File: config.mk
export PLATFORM = sky130hd
export DESIGN_NAME = dmem_arbiter
export DESIGN_NICKNAME = d
export VERILOG_FILES = /design/src/rtl/dmem_arbiter.sv
export SDC_FILE = /design/constraint.sdc
export NUM_CORES = 1
export LEC_CHECK = 0
export ABC_AREA = 1
export CORE_MARGIN = 4
export CORE_UTILIZATION = 38
export CTS_BUF_LIST = sky130_fd_sc_hd__clkbuf_2
export CTS_CLUSTER_SIZE = 16
export DETAILED_ROUTE_END_ITERATION = 8
export MAX_ROUTING_LAYER = met4
export PLACE_DENSITY_LB_ADDON = 0.1
export SLEW_MARGIN = 10
export SYNTH_ARGS = -nofsm -noshare
export SYNTH_HDL_FRONTEND = slang
export SYNTH_SLANG_ARGS = --single-unit
File: constraint.sdc
create_clock -name CLK -period 2.03 [get_ports CLK]
set_input_delay 0.406 -clock CLK [delete_from_list [all_inputs] [get_ports CLK]]
set_output_delay 0.406 -clock CLK [all_outputs]
set_load 0.02 [all_outputs]
File: src/rtl/dmem_arbiter.sv
// Two-port round-robin arbiter and access sequencer for the shared data memory.
// One access at a time: grant, one-cycle ISSUE, fixed read wait, then a one-cycle ack.
module dmem_arbiter #(
  parameter int ADDR_WIDTH  = 32,
  parameter int DATA_WIDTH  = 32,
  parameter int MEM_LATENCY = 2
) (
  input  logic                  CLK,
  input  logic                  reset,
  input  logic                  p0_req,
  input  logic                  p0_we,
  input  logic [ADDR_WIDTH-1:0] p0_addr,
  input  logic [DATA_WIDTH-1:0] p0_wdata,
  output logic                  p0_ack,
  output logic [DATA_WIDTH-1:0] p0_rdata,
  input  logic                  p1_req,
  input  logic                  p1_we,
  input  logic [ADDR_WIDTH-1:0] p1_addr,
  input  logic [DATA_WIDTH-1:0] p1_wdata,
  output logic                  p1_ack,
  output logic [DATA_WIDTH-1:0] p1_rdata,
  output logic                  mem_en,
  output logic                  mem_we,
  output logic                  mem_re,
  output logic [ADDR_WIDTH-1:0] mem_addr,
  output logic [DATA_WIDTH-1:0] mem_wdata,
  input  logic [DATA_WIDTH-1:0] mem_rdata,
  output logic                  busy
);

  localparam logic [1:0] S_IDLE  = 2'd0;
  localparam logic [1:0] S_ISSUE = 2'd1;
  localparam logic [1:0] S_WAIT  = 2'd2;
  localparam logic [1:0] S_DONE  = 2'd3;

  localparam logic [3:0] LAT_M1 = 4'(MEM_LATENCY - 1);

  logic [1:0]            state;
  logic                  last_grant;
  logic                  gnt_id;
  logic                  lat_we;
  logic [3:0]            wait_cnt;
  logic [ADDR_WIDTH-1:0] addr_q;
  logic [DATA_WIDTH-1:0] wdata_q;
  logic [DATA_WIDTH-1:0] p0_rdata_q;
  logic [DATA_WIDTH-1:0] p1_rdata_q;
  logic                  pick1;

  // On a tie the port that did not win last time goes next.
  always_comb begin
    pick1 = p1_req & (~p0_req | ~last_grant);
  end

  always_ff @(posedge CLK) begin
    if (reset) begin
      state      <= S_IDLE;
      last_grant <= 1'b1;
      gnt_id     <= 1'b0;
      lat_we     <= 1'b0;
      wait_cnt   <= 4'd0;
      addr_q     <= '0;
      wdata_q    <= '0;
      p0_rdata_q <= '0;
      p1_rdata_q <= '0;
    end else begin
      case (state)
        S_IDLE: begin
          if (p0_req || p1_req) begin
            gnt_id     <= pick1;
            last_grant <= pick1;
            lat_we     <= pick1 ? p1_we    : p0_we;
            addr_q     <= pick1 ? p1_addr  : p0_addr;
            wdata_q    <= pick1 ? p1_wdata : p0_wdata;
            state      <= S_ISSUE;
          end
        end
        S_ISSUE: begin
          if (lat_we) begin
            state <= S_DONE;
          end else begin
            wait_cnt <= LAT_M1;
            state    <= S_WAIT;
          end
        end
        S_WAIT: begin
          if (wait_cnt == 4'd0) begin
            if (gnt_id) p1_rdata_q <= mem_rdata;
            else        p0_rdata_q <= mem_rdata;
            state <= S_DONE;
          end else begin
            wait_cnt <= wait_cnt - 4'd1;
          end
        end
        default: begin
          state <= S_IDLE;
        end
      endcase
    end
  end

  always_comb begin
    mem_en    = (state == S_ISSUE);
    mem_we    = mem_en & lat_we;
    mem_re    = mem_en & ~lat_we;
    mem_addr  = addr_q;
    mem_wdata = wdata_q;
    p0_ack    = (state == S_DONE) & ~gnt_id;
    p1_ack    = (state == S_DONE) & gnt_id;
    p0_rdata  = p0_rdata_q;
    p1_rdata  = p1_rdata_q;
    busy      = (state != S_IDLE);
  end

endmodule

**Word-level counts from Yosys, hierarchy flattened**

Cells that the tools add are included.

- Flip-flop bits (word level): 137
- Input port bits: 166
- Output and inout bits: 134

- Add/subtract/negate cells: 1
- Equality and inequality tests: 7
- Mux-type cells: 10
- Bitwise logic cells: 10
- Reduce and logical (&&, ||, !) cells: 10

Operator list:

| kind | count |
|---|---|
| $mux 32 | 2 |
| $reduce_and 3->1 | 3 |
| $mux 4 | 2 |
| $ne 2x2->1 const B | 4 |
| $pmux 4 s2 | 1 |
| $pmux 2 s3 | 1 |
| $and 1x1->1 | 5 |
| $eq 2x2->1 const B | 2 |
| $logic_not 4->1 | 1 |
| $mux 2 | 2 |
| $not 1->1 | 4 |
| $reduce_and 2->1 | 2 |
| $reduce_bool 2->1 | 2 |
| $sub 4x1->4 const B | 1 |
| $eq 2x1->1 const B | 1 |
| $logic_not 2->1 | 1 |
| $mux 1 | 2 |
| $logic_or 1x1->1 | 1 |
| $or 1x1->1 | 1 |

**Longest topological paths before layout**

- Depth in word-level cells: 4
- Depth in mapped cells: 10
- Gate-level depth less buffers: 10

**Worst setup path before layout**

OpenSTA, ideal clock, no wires.

- Path kind: flip-flop to flip-flop
- Start: register state[1]
- End: register wait_cnt[3]
- Setup time: 0.111 ns
- Arrival time: 1.336 ns
- Data required time: 1.919 ns
- Slack: 0.583 ns
- Stages on the path, launching flop included: 11
- Clock period less this slack: 1.447 ns
- Cells stage by stage: dfxtp_1 > inv_1 > ha_1 > nand2_1 > inv_1 > nor2_1 > nand2_1 > inv_1 > nand2_1 > inv_1 > nor2_1

- Word-level cells in the longest chain between the ends: 3

RTL lines:

| item | line | RTL |
|---|---|---|
| from (decl) | 38 | `logic [1:0] state;` |
| from (signal assigned) | 56 | `state <= S_IDLE;` |
| from (signal assigned) | 74 | `state <= S_ISSUE;` |
| from (signal assigned) | 79 | `state <= S_DONE;` |
| $eq 2x1->1 * | n/a |  |
| net mem_en | 22 | `output logic mem_en,` |
| $ne 2x2->1 (no source line) or $reduce_bool 2->1 (tied branches) | n/a |  |
| $reduce_and 3->1 (no source line) | n/a |  |
| to (signal assigned) | 91 | `wait_cnt <= wait_cnt - 4'd1;` |
| to (decl) | 42 | `logic [3:0] wait_cnt;` |

Mark *: on every way through the listed nets, which the timed path passes. The rest lies on a longest branch.
A chain may end at the register's enable or synchronous reset.

**Worst setup path after layout**

- Start: register state[1]
- End: output p0_ack

- Word-level cells in the longest chain between the ends: 2

RTL lines:

| item | line | RTL |
|---|---|---|
| $eq 2x2->1 | 107 | `p0_ack = (state == S_DONE) & ~gnt_id;` |
| $and 1x1->1 | 107 |  |
| to (decl) | 14 | `output logic p0_ack,` |

Every way passes these cells.

==> out/results.ini <==
[status]
outcome = finished clean

[die]
initial_core_util_pct = 38.8
die-height_um = 130
coreArea_mm2 = 0.0145
dieWidth_um = 130
io_pins = 300
die-area_mm2 = 0.0168
num_rows = 44

[timing]
relSlewSlack_pct = 53.7
finalSetupTns_ps = 0
worst_slew_pin_slew_ps = 694
setup_viol = 0
layout_min_cycle_time_ps = 1990
max_freq_mhz = 502
skew_ps = 27.7
hold_viol = 0
fin_crit_sh_pct = 98.2
grt_setup_unrepaired = yes
worst_slack_ps = 36.6
final_max_slew_viol_count = 0

[grt]
grt_overflow = 0
track_usage_pct = 22.2
grt_pass1_vias = 5667
grt_max_degree = 68
grt_pass1_wl_um = 28600
antenna_found_initial = 1

[place]
hpwl_um = 13300
routabilityCongestion = 0.799
dp_slack_ps = 82.2
port_buffers = 299

[finish]
final_util_pct = 62.7
nNetsFinal = 1254
drive_gt1_share_pct = 8.67
fillers = 1426
area_delta_synth_final_pct = 61.8

[detailed_routing]
vias = 6100
drt-total-wl_um = 18700
drt_iter0_drc = 263
wl_per_cell_um = 14.6
vias_per_cell = 4.76
final_antenna_net_count = 0
drc = 0
dr.pass1.iters = 5

[setup_path]
end_kind = primary output
reg2reg_slack_ps = 70
critPathRequiredTime_ps = 1620
path_class = flip-flop to primary output
crit_arrival_ps = 1590
critPathMaxFanout = 3
cp-start-kind = flip-flop

[synthesis]
yosysSeqAreaShare_pct = 48.7
synth_cell_types = 18
synth_fp_nets = 962
synthCells = 791
ys_warn_count = 0
ys_seq_elements = 137
avgSynthCellArea_um2 = 7.12
synth_area_mm2 = 0.00563

[clock_network]
clk_pin_slew_ps = 180
clock-sinks = 137
h-tree-depth = 4
worstSkewPairLatency_ps = 690
cts_buffer_depth = 2
numCtsBuffers = 17
tritoncts = done
cts_root_buf = clkbuf_2

[run]
timing.max_cap.violations = 0

[power]
power_density_mw_per_mm2 = 1160
leakagePower_nw = 4.21
irDropWorstVdd_mv = 0.967

[min_path]
min_path_type = primary input to flip-flop

## stage by stage
step	total power [W]	hold WS [ps]	cell area, um2	cells
2_1_floorplan	0.00658	429	5630	791
3_3_place_gp	0.00866	451	8740	1234
3_5_place_dp	0.00868	455	8740	1234
4_1_cts	0.0105	168	9000	1275
5_1_grt	0.0113	180	9120	1281
6_report	0.0106	250	9120	1281
## critical path: stages (launching register included)
cell	delay (ps)
dfxtp_4	400
buf_12	130
ha_4	160
inv_4	60
nor2_4	30
buf_6	140
## per-layer routing
layer / vias up / wire length, um / share of wire, % / global-route usage (%)
li1: 3130 / - / - / -
met1: 2728 / 7510 / 40 / 25.4
met2: 206 / 9180 / 49 / 36.2
met3: 36 / 1540 / 8.2 / 7.37
met4: 0 / 486 / 2.6 / 8.25
met5: - / 0 / 0 / -
## path summary, 6_finish.rpt
| path | from | cells after the start | endpoint |
|---|---|---|---|
| setup / recovery | state[1] | 5 | p0_ack |
| hold / removal | reset | 4 | last_grant |
| setup reg to reg | state[1] | 16 | state[0] |
| hold reg to reg | p1_rdata[12] | 2 | p1_rdata[12] |
## what timing repair did
item	CTS	global route
resized for setup	175	20
setup buffers	9	6
pin swaps	4	6
endpoints found under the setup margin	134	6
hold buffers	0	0
## synthesized netlist by cell type
library cell,count,area (um2)
inv_1,19,71.3
ha_1,5,62.6
o21ai_1,20,100
nand2_1,280,1050
buf_4,10,75.1
buf_2,12,60.1
nor2_2,1,6.26
clkbuf_1,25,93.8
a21oi_1,132,661
o21ai_0,48,240
inv_2,5,18.8
nor2_1,77,289
a21oi_4,1,16.3
buf_1,2,7.51
nand4_2,2,25.0
nand3_1,9,45.0
buf_6,6,67.6
dfxtp_1,137,2740
## cell usage in the layout, fill, tap and decap left out, types with 11 or more instances in the layout
cell,instances
dlygate4sd2_1,128
buf_4,18
nand2_1,277
inv_1,11
clkdlybuf4s50_1,164
o21ai_0,48
a21oi_1,132
clkbuf_2,19
nor2_1,75
dfxtp_1,135
o21ai_1,20
## layout make-up
type	count	area, um2	share of cell area (%)
diodes	1	2.50	0.0274
clock buffers	19	95.1	1.04
clock inverters	13	225	2.47
inverters	24	97.6	1.07
multi-input cells	575	2570	28.1
flip-flops and latches	137	2750	30.2
well taps	184	230	2.53
repair buffers	328	3150	34.5
## logic make-up (layout without fill, tap and decap cells)
group,Yosys count,in the layout,synth area share (%)
other cells,0,1,0
flops,137,137,48.7
fa+ha+maj,5,5,1.11
simple gates,369,369,25.1
compound gates,201,201,18.1
buf+inv,79,384,7.00
## power by group
part,internal (W),total [W],switching (W)
sequential,0.00334,0.00369,0.000343
clock,0.00106,0.00206,0.000995
combinational,0.00198,0.00483,0.00285
total,0.00638,0.0106,0.00419
## registers in the layout, summed over array words and instances, names as in the netlist
name	cells
mem_addr	32
mem_wdata	32
p0_rdata	32
p1_rdata	32
wait_cnt	4
state	2
gnt_id	1
last_grant	1
lat_we	1
Note: power is estimated with default switching activity, not from simulation.
